===== src/rtl/cpu_pkg.sv =====
`default_nettype none
// +----------------------------------------------------------------------------+
// | cpu_pkg : shared CPU control types and pipeline-stage index constants       |
// | Rev 1.0                                                                     |
// +----------------------------------------------------------------------------+
package cpu_pkg;

  typedef enum logic [1:0] {
    ST_RUN     = 2'd0,
    ST_MD_BUSY = 2'd1,
    ST_HALT    = 2'd2
  } ctrl_state_e;

  localparam logic [4:0] REG_ZERO = 5'd0;

  // Stage indices, shared with the datapath top for its register arrays.
  localparam int STAGE_PC    = 0;
  localparam int STAGE_IFID  = 1;
  localparam int STAGE_IDEX  = 2;
  localparam int STAGE_EXMEM = 3;
  localparam int STAGE_MEMWB = 4;
  localparam int NUM_STAGES  = 5;

endpackage
`default_nettype wire


===== src/rtl/load_use_detect.sv =====
`default_nettype none
// +----------------------------------------------------------------------------+
// | load_use_detect : flags an ID-stage read of a register a load in EX writes  |
// | Rev 1.0                                                                     |
// +----------------------------------------------------------------------------+
module load_use_detect
  import cpu_pkg::*;
(
  input  logic [4:0] id_rs,
  input  logic [4:0] id_rt,
  input  logic [4:0] ex_rd,
  input  logic       ex_memread,
  output logic       hazard
);

  assign hazard = ex_memread && (ex_rd != REG_ZERO) &&
                  ((ex_rd == id_rs) || (ex_rd == id_rt));

endmodule
`default_nettype wire


===== src/rtl/pipeline_ctrl.sv =====
`default_nettype none
// +----------------------------------------------------------------------------+
// | pipeline_ctrl : enable/clear sequencing for the five pipeline registers    |
// | Rev 1.0                                                                     |
// +----------------------------------------------------------------------------+
module pipeline_ctrl
  import cpu_pkg::*;
#(
  parameter int MD_LAT = 4,   // legal range 1..15
  parameter int CNT_W  = 32
) (
  input  logic             clk,
  input  logic             clear_n,
  input  logic [4:0]       id_rs,
  input  logic [4:0]       id_rt,
  input  logic [4:0]       ex_rd,
  input  logic             ex_memread,
  input  logic             ex_branch,
  input  logic             md_start,
  input  logic             halt_req,
  input  logic             resume,
  output logic             pc_en,
  output logic             ifid_en,
  output logic             idex_en,
  output logic             exmem_en,
  output logic             memwb_en,
  output logic             ifid_clr,
  output logic             idex_clr,
  output logic             exmem_clr,
  output logic             memwb_clr,
  output logic             halted,
  output logic             md_busy,
  output logic [CNT_W-1:0] stall_cnt,
  output logic [CNT_W-1:0] flush_cnt
);

  localparam logic [3:0] MD_LOAD = 4'(MD_LAT - 1);

  ctrl_state_e state_q, state_d;
  logic [3:0]       md_cnt_q, md_cnt_d;
  logic [CNT_W-1:0] stall_cnt_q, stall_cnt_d;
  logic [CNT_W-1:0] flush_cnt_q, flush_cnt_d;

  logic [NUM_STAGES-1:0]          en_vec;
  logic [NUM_STAGES-1:STAGE_IFID] clr_vec;
  logic                           branch_flush;
  logic                           load_use;

  load_use_detect u_load_use_detect (
    .id_rs      (id_rs),
    .id_rt      (id_rt),
    .ex_rd      (ex_rd),
    .ex_memread (ex_memread),
    .hazard     (load_use)
  );

  always_comb begin
    state_d      = state_q;
    md_cnt_d     = md_cnt_q;
    en_vec       = '1;
    clr_vec      = '0;
    branch_flush = 1'b0;

    unique case (state_q)
      ST_RUN: begin
        if (halt_req) begin
          en_vec  = '0;
          state_d = ST_HALT;
        end else if (md_start) begin
          en_vec[STAGE_PC]    = 1'b0;
          en_vec[STAGE_IFID]  = 1'b0;
          en_vec[STAGE_IDEX]  = 1'b0;
          clr_vec[STAGE_EXMEM] = 1'b1;
          // md_start itself is the first freeze cycle, so the counter holds the rest.
          if (MD_LAT > 1) begin
            state_d  = ST_MD_BUSY;
            md_cnt_d = MD_LOAD;
          end
        end else if (ex_branch) begin
          clr_vec[STAGE_IFID] = 1'b1;
          clr_vec[STAGE_IDEX] = 1'b1;
          branch_flush        = 1'b1;
        end else if (load_use) begin
          en_vec[STAGE_PC]    = 1'b0;
          en_vec[STAGE_IFID]  = 1'b0;
          clr_vec[STAGE_IDEX] = 1'b1;
        end
      end

      ST_MD_BUSY: begin
        en_vec[STAGE_PC]     = 1'b0;
        en_vec[STAGE_IFID]   = 1'b0;
        en_vec[STAGE_IDEX]   = 1'b0;
        clr_vec[STAGE_EXMEM] = 1'b1;
        md_cnt_d             = md_cnt_q - 4'd1;
        if (md_cnt_q <= 4'd1) begin
          state_d = ST_RUN;
        end
      end

      ST_HALT: begin
        en_vec = '0;
        if (resume) begin
          state_d = ST_RUN;
        end
      end

      default: begin
        state_d = ST_RUN;
      end
    endcase

    stall_cnt_d = stall_cnt_q;
    if ((state_q != ST_HALT) && !en_vec[STAGE_PC]) begin
      stall_cnt_d = stall_cnt_q + CNT_W'(1);
    end
    flush_cnt_d = flush_cnt_q;
    if (branch_flush) begin
      flush_cnt_d = flush_cnt_q + CNT_W'(1);
    end
  end

  always_ff @(posedge clk or negedge clear_n) begin
    if (!clear_n) begin
      state_q     <= ST_RUN;
      md_cnt_q    <= 4'd0;
      stall_cnt_q <= '0;
      flush_cnt_q <= '0;
    end else begin
      state_q     <= state_d;
      md_cnt_q    <= md_cnt_d;
      stall_cnt_q <= stall_cnt_d;
      flush_cnt_q <= flush_cnt_d;
    end
  end

  // Reset drives every register into clear without enabling it.
  assign pc_en     = clear_n & en_vec[STAGE_PC];
  assign ifid_en   = clear_n & en_vec[STAGE_IFID];
  assign idex_en   = clear_n & en_vec[STAGE_IDEX];
  assign exmem_en  = clear_n & en_vec[STAGE_EXMEM];
  assign memwb_en  = clear_n & en_vec[STAGE_MEMWB];
  assign ifid_clr  = ~clear_n | clr_vec[STAGE_IFID];
  assign idex_clr  = ~clear_n | clr_vec[STAGE_IDEX];
  assign exmem_clr = ~clear_n | clr_vec[STAGE_EXMEM];
  assign memwb_clr = ~clear_n | clr_vec[STAGE_MEMWB];
  assign halted    = clear_n & (state_q == ST_HALT);
  assign md_busy   = clear_n & (state_q == ST_MD_BUSY);
  assign stall_cnt = stall_cnt_q;
  assign flush_cnt = flush_cnt_q;

endmodule
`default_nettype wire

===== config.mk =====
export PLATFORM = sky130hd
export DESIGN_NAME = pipeline_ctrl
export DESIGN_NICKNAME = d
export VERILOG_FILES = /design/src/rtl/cpu_pkg.sv /design/src/rtl/load_use_detect.sv /design/src/rtl/pipeline_ctrl.sv
export SDC_FILE = /design/constraint.sdc
export NUM_CORES = 1
export LEC_CHECK = 0
export ABC_AREA = 1
export CORE_MARGIN = 4
export CORE_UTILIZATION = 40
export CTS_CLUSTER_DIAMETER = 30
export DETAILED_ROUTE_END_ITERATION = 16
export PLACE_DENSITY = 0.66
export SYNTH_ARGS = -nofsm -noshare
export SYNTH_HDL_FRONTEND = slang
export SYNTH_SLANG_ARGS = --single-unit

===== constraint.sdc =====
create_clock -name clk -period 2.9 [get_ports clk]
set_input_delay 0.58 -clock clk [delete_from_list [all_inputs] [get_ports clk]]
set_output_delay 0.58 -clock clk [all_outputs]
set_load 0.02 [all_outputs]

==> results of run 1 <==
logic make-up (layout without fill, tap and decap cells):
family | after synthesis | after routing | synth area share, %
simple gates | 447 | 447 | 41.2
fa+ha+maj | 7 | 7 | 1.85
compound gates | 21 | 21 | 2.40
buf+inv | 92 | 198 | 8.25
flops | 70 | 70 | 36.9
xor+xnor | 51 | 51 | 9.41
critical path, stage by stage:
cell,delay (ns)
clkdlybuf4s50_1,0.39
inv_1,0.13
nand3_1,0.12
o21ai_1,0.19
inv_1,0.07
nor2_1,0.08
clkdlybuf4s50_1,0.62
placed cells by master, fill, tap and decap left out, types with 4 or more instances in the layout:
| cell | netlist | routed |
|---|---|---|
| nor2_2 | 10 | 10 |
| a21oi_1 | 4 | 4 |
| inv_2 | 5 | 5 |
| ha_1 | 7 | 6 |
| nor3_1 | 21 | 21 |
| clkdlybuf4s50_1 | 0 | 92 |
| inv_1 | 72 | 72 |
| buf_4 | 5 | 9 |
| nor2_1 | 72 | 72 |
| nand3_1 | 55 | 55 |
| nand2_1 | 257 | 257 |
| xor2_1 | 35 | 35 |
| dfrtp_1 | 70 | 70 |
| xnor2_1 | 16 | 16 |
| nand4_1 | 8 | 8 |
| nand3b_1 | 7 | 7 |
| nor3_2 | 6 | 6 |
| o21ai_0 | 14 | 13 |
| clkbuf_16 | 0 | 9 |
power by group:
part | switching (W) | total (W) | internal, W
registers | 0.000190 | 0.00131 | 0.00112
clock network | 0.000423 | 0.00111 | 0.000691
logic | 0.000933 | 0.00146 | 0.000528
sequential cells by signal, summed over array words and instances (netlist names):
signal / flops
flush_cnt: 32
stall_cnt: 32
md_cnt_q: 4
state_q: 2
routing by layer:
layer	routed length [µm]	GRT usage, %
met5	0	0
met4	293	7.95
met1	5760	25.4
met3	625	4.11
met2	6590	34.9
final cells by class:
type	instances	area share, %
clock buffer	13	4.08
multi-input combinational	526	42.4
sequential	70	28.5
timing repair buffer	104	16.5
tap	143	2.92
inverter	78	4.77
clock inverter	3	0.714
metrics by stage:
stage	worst slack [ns]	power, W	hold WS, ns	utilization [%]
after global routing	-0.0168	0.00415	0.340	53.3
after floorplan	0.458	0.00229	0.284	-
after CTS	0.0384	0.00391	0.305	53.3
final	0.131	0.00389	0.300	53.3
after detailed placement	-0.108	0.00280	0.506	50.7
after global placement	-0.0199	0.00277	0.501	50.7
synthesized netlist by cell type (3+ instances only):
cell	n	share of area, %
nand4_1	8	1.1
nand3_1	55	5.8
o21ai_0	14	1.5
dfrtp_1	70	37
nor2_2	10	1.3
nor2_1	72	5.7
nor3_2	6	1.3
inv_1	72	5.7
a21oi_1	4	0.42
nand3b_1	7	1.1
nand2_2	3	0.40
nor3_1	21	2.2
inv_2	5	0.40
ha_1	7	1.8
buf_4	5	0.79
buf_2	4	0.42
xnor2_1	16	3.0
buf_6	3	0.71
xor2_1	35	6.5
nand2_1	257	20
repair_timing:
action	in CTS	in global routing
endpoints found under the setup margin	3	2
cloned	0	0
hold endpoints to repair	0	0
setup buffers	0	0
gates resized for setup	3	2
path summary, 6_finish.rpt:
path	startpoint	to	slack (ns)	depth (start not counted)
min in group clk	flush_cnt[12]$_DFFE_PN0P_	flush_cnt[12]$_DFFE_PN0P_	0.51	1
max in group asynchronous	clear_n	stall_cnt[19]$_DFFE_PN0P_	2.07	2
min reg2reg	flush_cnt[12]$_DFFE_PN0P_	flush_cnt[12]$_DFFE_PN0P_	0.51	1
max reg2reg	state_q[1]$_DFFE_PN0P_	stall_cnt[30]$_DFFE_PN0P_	0.77	10
max	md_start	idex_en	0.13	7
min	clear_n	flush_cnt[2]$_DFFE_PN0P_	0.30	2
==> summary.txt, run 1 <==
Layout
  – Register area: between 1500 and 2000 µm²
  – Finished Cell Area: ~6100 µm²
  – Share of post-route cells with drive strength above 1: 6.80%
  – Nets: around 820
  – Post-Layout Cell Count: 937
  – Area of the multi-input gates: between 2000 and 3000 µm²
  – Area growth, synth to finish: 29.3%
  – Antenna Cells: 0
  – Fillers: 1129

Floorplanning
  – Row cnt: 39
  – Core Region: between 10000 and 15000 µm²
  – Top Ports: 97
  – Chip width: 117 µm
  – Initial Utilization: 41.2%
  – Die span in y: 117 µm
  – Die area: about 14000 µm²

Global route
  – First-pass GRT wire length: 22.2 mm
  – Gr ovfl total: 0
  – Vias in the first global route: about 4600
  – Antenna violations before repair: 0
  – Largest net degree at the start of global routing: 47
  – Total track usage: roughly a fifth

Detailed routing
  – Vias: approximately 4700
  – Via density: 4.97
  – # DRC: 0
  – Initial DRT Pass Iterations: 4
  – WL per Instance: approximately 14 µm
  – Starting DRT DRC Count: 270
  – DRT antenna net count: 0
  – WL final: ~13 mm

Yosys
  – Distinct cell type count after synthesis: 31
  – FF+latch count, synth: 70
  – Cell Area, Synth: roughly 4700 µm²
  – Post-Synthesis Cells: a little under 700
  – Part of the Yosys area used for sequential elements: between 30% and 40%
  – EDFF count, synth: 0
  – Synth warn: 0
  – Mean Syn Cell Area: 6.90 µm²
  – Synth Flop Type: dfrtp_1
  – Post-synth ARST share: 100%
  – Syn_nets: a little over 700

Clocking
  – Max Buffers Root-to-Sink: 2
  – Clk Latency, worst-skew pair: 0.34 ns
  – Hold_buf cts: 0
  – TritonCTS buffer count: 9
  – CTS Root Cell: clkbuf_16
  – CTS Sinks: 70
  – CTS tree: yes
  – H-tree lvl count: 3
  – Reg clk slew, reported paths: approximately 0.06 ns

Worst setup path
  – CP startpoint kind: input pin
  – Worst Path Arrival: between 2 and 2.5 ns
  – Critical Path Fanout Max: 3
  – Endpoint class of the critical path: primary output
  – Crit path required time: ~2.3 ns
  – WS Path Type: input pin to primary output

Worst hold path
  – HP Class: input pin to asynchronous set/reset pin

Timing
  – Worst-margin pin slew: roughly 0.65 ns
  – Max_slew headroom: 56.2%
  – RSZ-0062 raised after global routing: true
  – Hold Vio Cnt, Final: 0
  – Final setup TNS: 0 ns
  – F_max: 361 MHz
  – Max Slew Vio Count: 0
  – Final setup vio count: 0
  – Final period utilization: 95.5%
  – Clk_skew: approximately 0.009 ns
  – Fin crit period: ~2.8 ns

Pwr
  – Max VDD drop: 0.000404 V
  – Pleak: roughly 2.9 nW
  – PD cells: 634 nW/µm²

Run status
  – Status: completed

Placed design
  – Dpl cells: just over 900
  – Final HPWL from detailed placement: between 10 and 15 mm
  – PortBufs: 96
  – Placed Area: 5840 µm²
  – Placer Congestion: ~0.9

Job
  – Max Cap Viol: 0
No activity file was read; power rests on OpenSTA's default activity.
==> run 2, diff against run 1 <==
--- a/config.mk
+++ b/config.mk
@@ -9,6 +9,7 @@
 export CORE_MARGIN = 4
 export CORE_UTILIZATION = 40
 export CTS_CLUSTER_DIAMETER = 30
+export CTS_CLUSTER_SIZE = 10
 export DETAILED_ROUTE_END_ITERATION = 16
 export PLACE_DENSITY = 0.66
 export SYNTH_ARGS = -nofsm -noshare
==> results of run 2 <==
Same layout as run 1: the final DEF is identical, and so are final timing and power.
